## config.mk

```make
export PLATFORM = sky130hd
export DESIGN_NAME = seg_display_decoder
export DESIGN_NICKNAME = d
export VERILOG_FILES = /design/src/rtl/seg_display_decoder_pkg.sv /design/src/rtl/seg_display_decoder_seg7_to_digit.sv /design/src/rtl/seg_display_decoder.sv
export SDC_FILE = /design/constraint.sdc
export NUM_CORES = 1
export LEC_CHECK = 0
export ABC_CLOCK_PERIOD_IN_PS = 2800
export BUFFER_PORTS_ARGS = -buffer_cell sky130_fd_sc_hd__buf_2
export CORE_MARGIN = 2
export CORE_UTILIZATION = 40
export DETAILED_ROUTE_END_ITERATION = 10
export GPL_ROUTABILITY_DRIVEN = 1
export PLACE_DENSITY_LB_ADDON = 0.05
export SLEW_MARGIN = 40
export SYNTH_ARGS = -nofsm -noshare
export SYNTH_HDL_FRONTEND = slang
export SYNTH_SLANG_ARGS = --single-unit
```

## constraint.sdc

```tcl
create_clock -name clk -period 2.8 [get_ports clk]
set_input_delay 0.84 -clock clk [delete_from_list [all_inputs] [get_ports clk]]
set_output_delay 0.84 -clock clk [all_outputs]
set_load 0.05 [all_outputs]
```

## src/rtl/seg_display_decoder_pkg.sv

```systemverilog
// Shared constants for the seven-segment readback decoder: segment codes
// for digits 0..7 (order {a,b,c,d,e,f,g}, active high), FSM state encoding
// and display-mode encoding.
package seg_dec_pkg;

  localparam logic [6:0] SEG_0 = 7'h7E;
  localparam logic [6:0] SEG_1 = 7'h30;
  localparam logic [6:0] SEG_2 = 7'h6D;
  localparam logic [6:0] SEG_3 = 7'h79;
  localparam logic [6:0] SEG_4 = 7'h33;
  localparam logic [6:0] SEG_5 = 7'h5B;
  localparam logic [6:0] SEG_6 = 7'h5F;
  localparam logic [6:0] SEG_7 = 7'h70;

  localparam logic MODE_OCTAL = 1'b0;
  localparam logic MODE_GRAY  = 1'b1;

  typedef enum logic [1:0] {
    ST_WAIT   = 2'd0,
    ST_DECODE = 2'd1,
    ST_REPORT = 2'd2
  } state_e;

endpackage

```

## src/rtl/seg_display_decoder_seg7_to_digit.sv

```systemverilog
// Combinational seven-segment to digit lookup. known=0 flags any code that
// is not one of the eight digit patterns; digit is then forced to 0.
module seg7_to_digit
  import seg_dec_pkg::*;
(
  input  logic [6:0] seg,
  output logic [2:0] digit,
  output logic       known
);

  // Map each legal segment code to its digit value
  always_comb begin
    digit = 3'd0;
    known = 1'b1;
    case (seg)
      SEG_0:   digit = 3'd0;
      SEG_1:   digit = 3'd1;
      SEG_2:   digit = 3'd2;
      SEG_3:   digit = 3'd3;
      SEG_4:   digit = 3'd4;
      SEG_5:   digit = 3'd5;
      SEG_6:   digit = 3'd6;
      SEG_7:   digit = 3'd7;
      default: known = 1'b0;
    endcase
  end

endmodule

```

## src/rtl/seg_display_decoder.sv

```systemverilog
// Dual seven-segment readback decoder. Samples the display bus, waits for
// STABLE_CYCLES consecutive matching samples, decodes both digits (octal or
// Gray format) and holds the result on Valid_out until Ack_in.
// Handshake: Valid_out rises when a report is ready and stays high with
// Value_out/Err_out frozen until a cycle with Ack_in=1; Valid_out drops on
// the following edge. Ack_in while Valid_out=0 has no effect.
// Optional feature macro: SEG_DEC_ERRCNT_EN adds Err_cnt_out, a saturating
// count of error reports.
module seg_display_decoder
  import seg_dec_pkg::*;
#(
  parameter int STABLE_CYCLES = 4
) (
  input  logic        clk,
  input  logic        rst_n,
  input  logic [13:0] Disp_in,
  input  logic        Mode_in,
  input  logic        Ack_in,
  output logic [3:0]  Value_out,
  output logic        Valid_out,
`ifdef SEG_DEC_ERRCNT_EN
  output logic        Err_out,
  output logic [7:0]  Err_cnt_out
`else
  output logic        Err_out
`endif
);

  localparam int CW = $clog2(STABLE_CYCLES + 1);
  localparam logic [CW-1:0] CNT_MAX = CW'(STABLE_CYCLES);

  logic [13:0]   disp_q;
  logic          mode_q;
  logic [CW-1:0] cnt_q, cnt_d;
  state_e        state_q, state_d;
  logic [14:0]   last_q, last_d;
  logic          have_last_q, have_last_d;
  logic [3:0]    value_q, value_d;
  logic          valid_q, valid_d;
  logic          err_q, err_d;

  logic          sample_match;
  logic [2:0]    left_digit, right_digit;
  logic          left_known, right_known;
  logic [3:0]    dec_value;
  logic          dec_err;
  logic [3:0]    gray_g;

  seg7_to_digit u_left (
    .seg   (disp_q[13:7]),
    .digit (left_digit),
    .known (left_known)
  );

  seg7_to_digit u_right (
    .seg   (disp_q[6:0]),
    .digit (right_digit),
    .known (right_known)
  );

  // Stability counter: a fresh sample matching the held one counts up
  always_comb begin
    sample_match = (Disp_in == disp_q) && (Mode_in == mode_q);
    cnt_d        = '0;
    if (sample_match) begin
      cnt_d = (cnt_q == CNT_MAX) ? cnt_q : cnt_q + 1'b1;
    end
  end

  // Digit pair to ALU value; range violations become error reports
  always_comb begin
    dec_value = 4'd0;
    dec_err   = 1'b1;
    gray_g    = {left_digit[1:0], right_digit[1:0]};
    if (mode_q == MODE_OCTAL) begin
      if (left_known && right_known && (left_digit <= 3'd1)) begin
        dec_value = {left_digit[0], right_digit};
        dec_err   = 1'b0;
      end
    end else begin
      if (left_known && right_known && !left_digit[2] && !right_digit[2]) begin
        dec_value[3] = gray_g[3];
        dec_value[2] = dec_value[3] ^ gray_g[2];
        dec_value[1] = dec_value[2] ^ gray_g[1];
        dec_value[0] = dec_value[1] ^ gray_g[0];
        dec_err      = 1'b0;
      end
    end
  end

  // FSM next state and report registers. The WAIT exit uses the counter's
  // next value so the report lands STABLE_CYCLES+2 edges after the change.
  always_comb begin
    state_d     = state_q;
    last_d      = last_q;
    have_last_d = have_last_q;
    value_d     = value_q;
    err_d       = err_q;
    valid_d     = valid_q;
    case (state_q)
      ST_WAIT: begin
        if ((cnt_d == CNT_MAX) &&
            (!have_last_q || ({mode_q, disp_q} != last_q))) begin
          state_d = ST_DECODE;
        end
      end
      ST_DECODE: begin
        last_d      = {mode_q, disp_q};
        have_last_d = 1'b1;
        value_d     = dec_value;
        err_d       = dec_err;
        valid_d     = 1'b1;
        state_d     = ST_REPORT;
      end
      ST_REPORT: begin
        if (Ack_in) begin
          valid_d = 1'b0;
          state_d = ST_WAIT;
        end
      end
      default: begin
        state_d = ST_WAIT;
        valid_d = 1'b0;
      end
    endcase
  end

  // State, sampler and output registers
  always_ff @(posedge clk or negedge rst_n) begin
    if (!rst_n) begin
      disp_q      <= '0;
      mode_q      <= 1'b0;
      cnt_q       <= '0;
      state_q     <= ST_WAIT;
      last_q      <= '0;
      have_last_q <= 1'b0;
      value_q     <= 4'd0;
      err_q       <= 1'b0;
      valid_q     <= 1'b0;
    end else begin
      disp_q      <= Disp_in;
      mode_q      <= Mode_in;
      cnt_q       <= cnt_d;
      state_q     <= state_d;
      last_q      <= last_d;
      have_last_q <= have_last_d;
      value_q     <= value_d;
      err_q       <= err_d;
      valid_q     <= valid_d;
    end
  end

  assign Value_out = value_q;
  assign Valid_out = valid_q;
  assign Err_out   = err_q;

`ifdef SEG_DEC_ERRCNT_EN
  logic [7:0] err_cnt_q, err_cnt_d;

  // Count error reports as they enter REPORT, saturating at 255
  always_comb begin
    err_cnt_d = err_cnt_q;
    if ((state_q == ST_DECODE) && dec_err && (err_cnt_q != 8'hFF)) begin
      err_cnt_d = err_cnt_q + 8'd1;
    end
  end

  // Error counter register
  always_ff @(posedge clk or negedge rst_n) begin
    if (!rst_n) err_cnt_q <= 8'd0;
    else        err_cnt_q <= err_cnt_d;
  end

  assign Err_cnt_out = err_cnt_q;
`endif

endmodule
```

==> flow_summary.ini <==
[run_status]
status = completed

[floorplan]
rows = 27
initial_core_util_pct = 41.6
dieArea_sq_um = 6380
core_sq_um = 5540
dieHeight_um = 79.9
io_pins = 24
dieWidth_um = 79.9

[pwr]
finalPower_uw = 1150
power_density_nw_per_um2 = 461
combPwrFrac_pct = 8.4
intPower_uw = 859
switching_power_uw = 287
p_sw_share_pct = 25.0
p_clk_share_pct = 35.0
pwr-share-seq_pct = 56.6
leakagePower_uw = 0.00110
vdd_drop_max_mv = 0.211

[worst_setup_path]
crit_fanout = 12
arrival_ns = 2.52
crit_type = register to register
endpoint_kind = register
setup.worst_path.start_class = register
crit_required_ns = 2.98

[clock_tree]
insertion_delay_ns = 0.29
cts_hold_buffers = 0
clk_pin_slew_ns = 0.08
htreeDepth = 2
clockRootBuffer = clkbuf_8
numClockSinks = 42
cts_resized = 0
cts_made_buffers = 5
cts_tree = done
clk_path_buf_depth = 2
postCtsSetupRepairBufs = 0

[route]
vias_per_cell = 5.35
first_pass_iters = 4
ant_nets = 0
drtIter0Drc = 98
vias = 1622
route.detailed.drc = 0
routed_wl_mm = 4.89
routedWlPerCell_um = 16.2

[yosys]
seq_area_frac_synth_pct = 45.7
yosysUniqueCellTypes = 49
synth_area_leader_cell = dfrtp_1
synth.avg_cell_area_sq_um = 10.7
synth_area_leaders = dfrtp_1, xnor2_1, xor2_1, mux2_2, buf_6
synth_edf_count = 0
synthArstFlopShare_pct = 100
synth_seq_cells = 42
synthesis.nets = 236
synth.top_cell.area_share_pct = 45.7
syn_area_sq_um = 2300
ys_warn_count = 0
synth_cells = 215
synth_flop_cell = dfrtp_1

[final_layout]
nFillCells = 547
synthToLayoutAreaGrowth_pct = 7.93
layout_commonest_cell = dfrtp_1
final_cell_mix = dfrtp_1, buf_2, xor2_1, xnor2_1, nand2_1
antennaDiodeCount = 0
seq_area_sq_um = 1050
fin_nets = 251
finish.utilization_pct = 44.9
drive_above_1_share_pct = 21.2
multi_input_area_sq_um = 1080

[timing]
achievable-frequency_ghz = 0.427
fin_setup_tns_ns = 0
grt_setup_unrepaired = false
fin_hold_ws_ns = 0.475
period_minus_slack_ns = 2.34
drv_slew = 0
finalCritPeriodShare_pct = 83.7
worst_slew_margin_rel_pct = 64.8
setup_viol = 0
hold_violations = 0
worst_slew_pin_slew_ns = 0.523
finalClockSkew_ns = 0.00300

[placed_design]
dp_hpwl_mm = 3.64
io_buffers = 23
gp_congestion = 0.794

[global_route]
grt_antenna_before_repair = 0
grt-ovfl-total = 0
track_usage_pct = 17.1
first_global_vias = 1703
grt_pass1_wl_mm = 8.40
grt_max_degree = 26

[flow_run]
maxCapViolCount = 0

[worst_hold_path]
hp-class = primary input to asynchronous set/reset pin
## cells by family (layout without fill, tap and decap cells)
group | Yosys count | count (layout) | synth area share [%]
fa+ha+maj | 3 | 3 | 1.63
simple gates | 64 | 64 | 16.3
xor+xnor | 36 | 36 | 13.7
buf+inv | 27 | 43 | 7.39
compound gates | 31 | 31 | 9.46
mux | 12 | 12 | 5.87
flops | 42 | 42 | 45.7
## sequential cells by signal (all words and copies together) (netlist names)
signal       flops
Err_out          1
Value_out        4
disp_q          14
cnt_q            3
state_q          2
Valid_out        1
have_last_q      1
last_q          15
mode_q           1
## power by group through the flow
stage	Clock (uW)	Combinational, uW	Sequential, uW
CTS	417	97.6	648
finish	402	95.9	649
floorplan	0	86.9	633
global route	447	108	653
detailed placement	0	96.8	660
global placement	0	95.0	660
## routing by layer
layer	wire [um]	global-route usage (%)
met5	0	0
met4	46	6.27
met3	230	4.41
met2	2340	26.4
met1	2270	23.1
## worst paths after layout
| path | slack [ns] | end | cells after the start | startpoint |
|---|---|---|---|---|
| min | 0.47 | last_q[13]$_DFFE_PN0P_ | 1 | rst_n |
| min reg2reg | 0.48 | have_last_q$_DFFE_PN0P_ | 1 | have_last_q$_DFFE_PN0P_ |
| max reg2reg | 0.46 | Value_out[2]$_DFFE_PN0P_ | 8 | disp_q[12]$_DFF_PN0_ |
| min in group clk | 0.48 | have_last_q$_DFFE_PN0P_ | 1 | have_last_q$_DFFE_PN0P_ |
| max | 0.46 | Value_out[2]$_DFFE_PN0P_ | 8 | disp_q[12]$_DFF_PN0_ |
| max in group asynchronous | 1.63 | disp_q[11]$_DFF_PN0_ | 2 | rst_n |
## stage by stage
step | worst slack [ns] | area [sq um] | std cells
2_1_floorplan | 0.754 | 2300 | 215
3_3_place_gp | 0.407 | 2390 | 295
3_5_place_dp | 0.359 | 2390 | 295
4_1_cts | 0.434 | 2480 | 303
5_1_grt | 0.240 | 2480 | 303
6_report | 0.456 | 2480 | 303
## synthesized netlist by cell type, types with 2 or more instances
cell type  number
nand2b_1        2
o21a_1          2
clkbuf_1        5
inv_1           9
xor2_1         18
nand4_1         6
nand3_1         3
or4_1           2
nor4_1          4
nor3_1          5
dfrtp_1        42
o21ai_1         4
mux2_2         12
o31ai_1         2
ha_1            3
buf_2           4
and3_1          2
buf_6           8
nand2_1        13
nor2_1         12
a32oi_1         3
or3_1           2
a31oi_1         2
xnor2_1        18
nand4b_1        2
a21oi_1         3
o21ai_0         5
## critical path: stages (launching register included)
cell      delay (ns)
dfrtp_1         0.62
and4bb_1        0.27
nor3b_2         0.23
a22o_1          0.21
inv_1           0.05
ha_1            0.19
o31a_1          0.37
a32oi_1         0.21
o21ai_1         0.08
## layout make-up
cell class | instances | share of cell area (%)
multi-input combinational | 146 | 43.5
tap | 72 | 3.63
clock inverter | 1 | 0.201
clock buffer | 7 | 3.47
inverter | 9 | 1.36
timing repair buffer | 26 | 5.54
sequential | 42 | 42.3
Power figures use the tool's default switching activity.
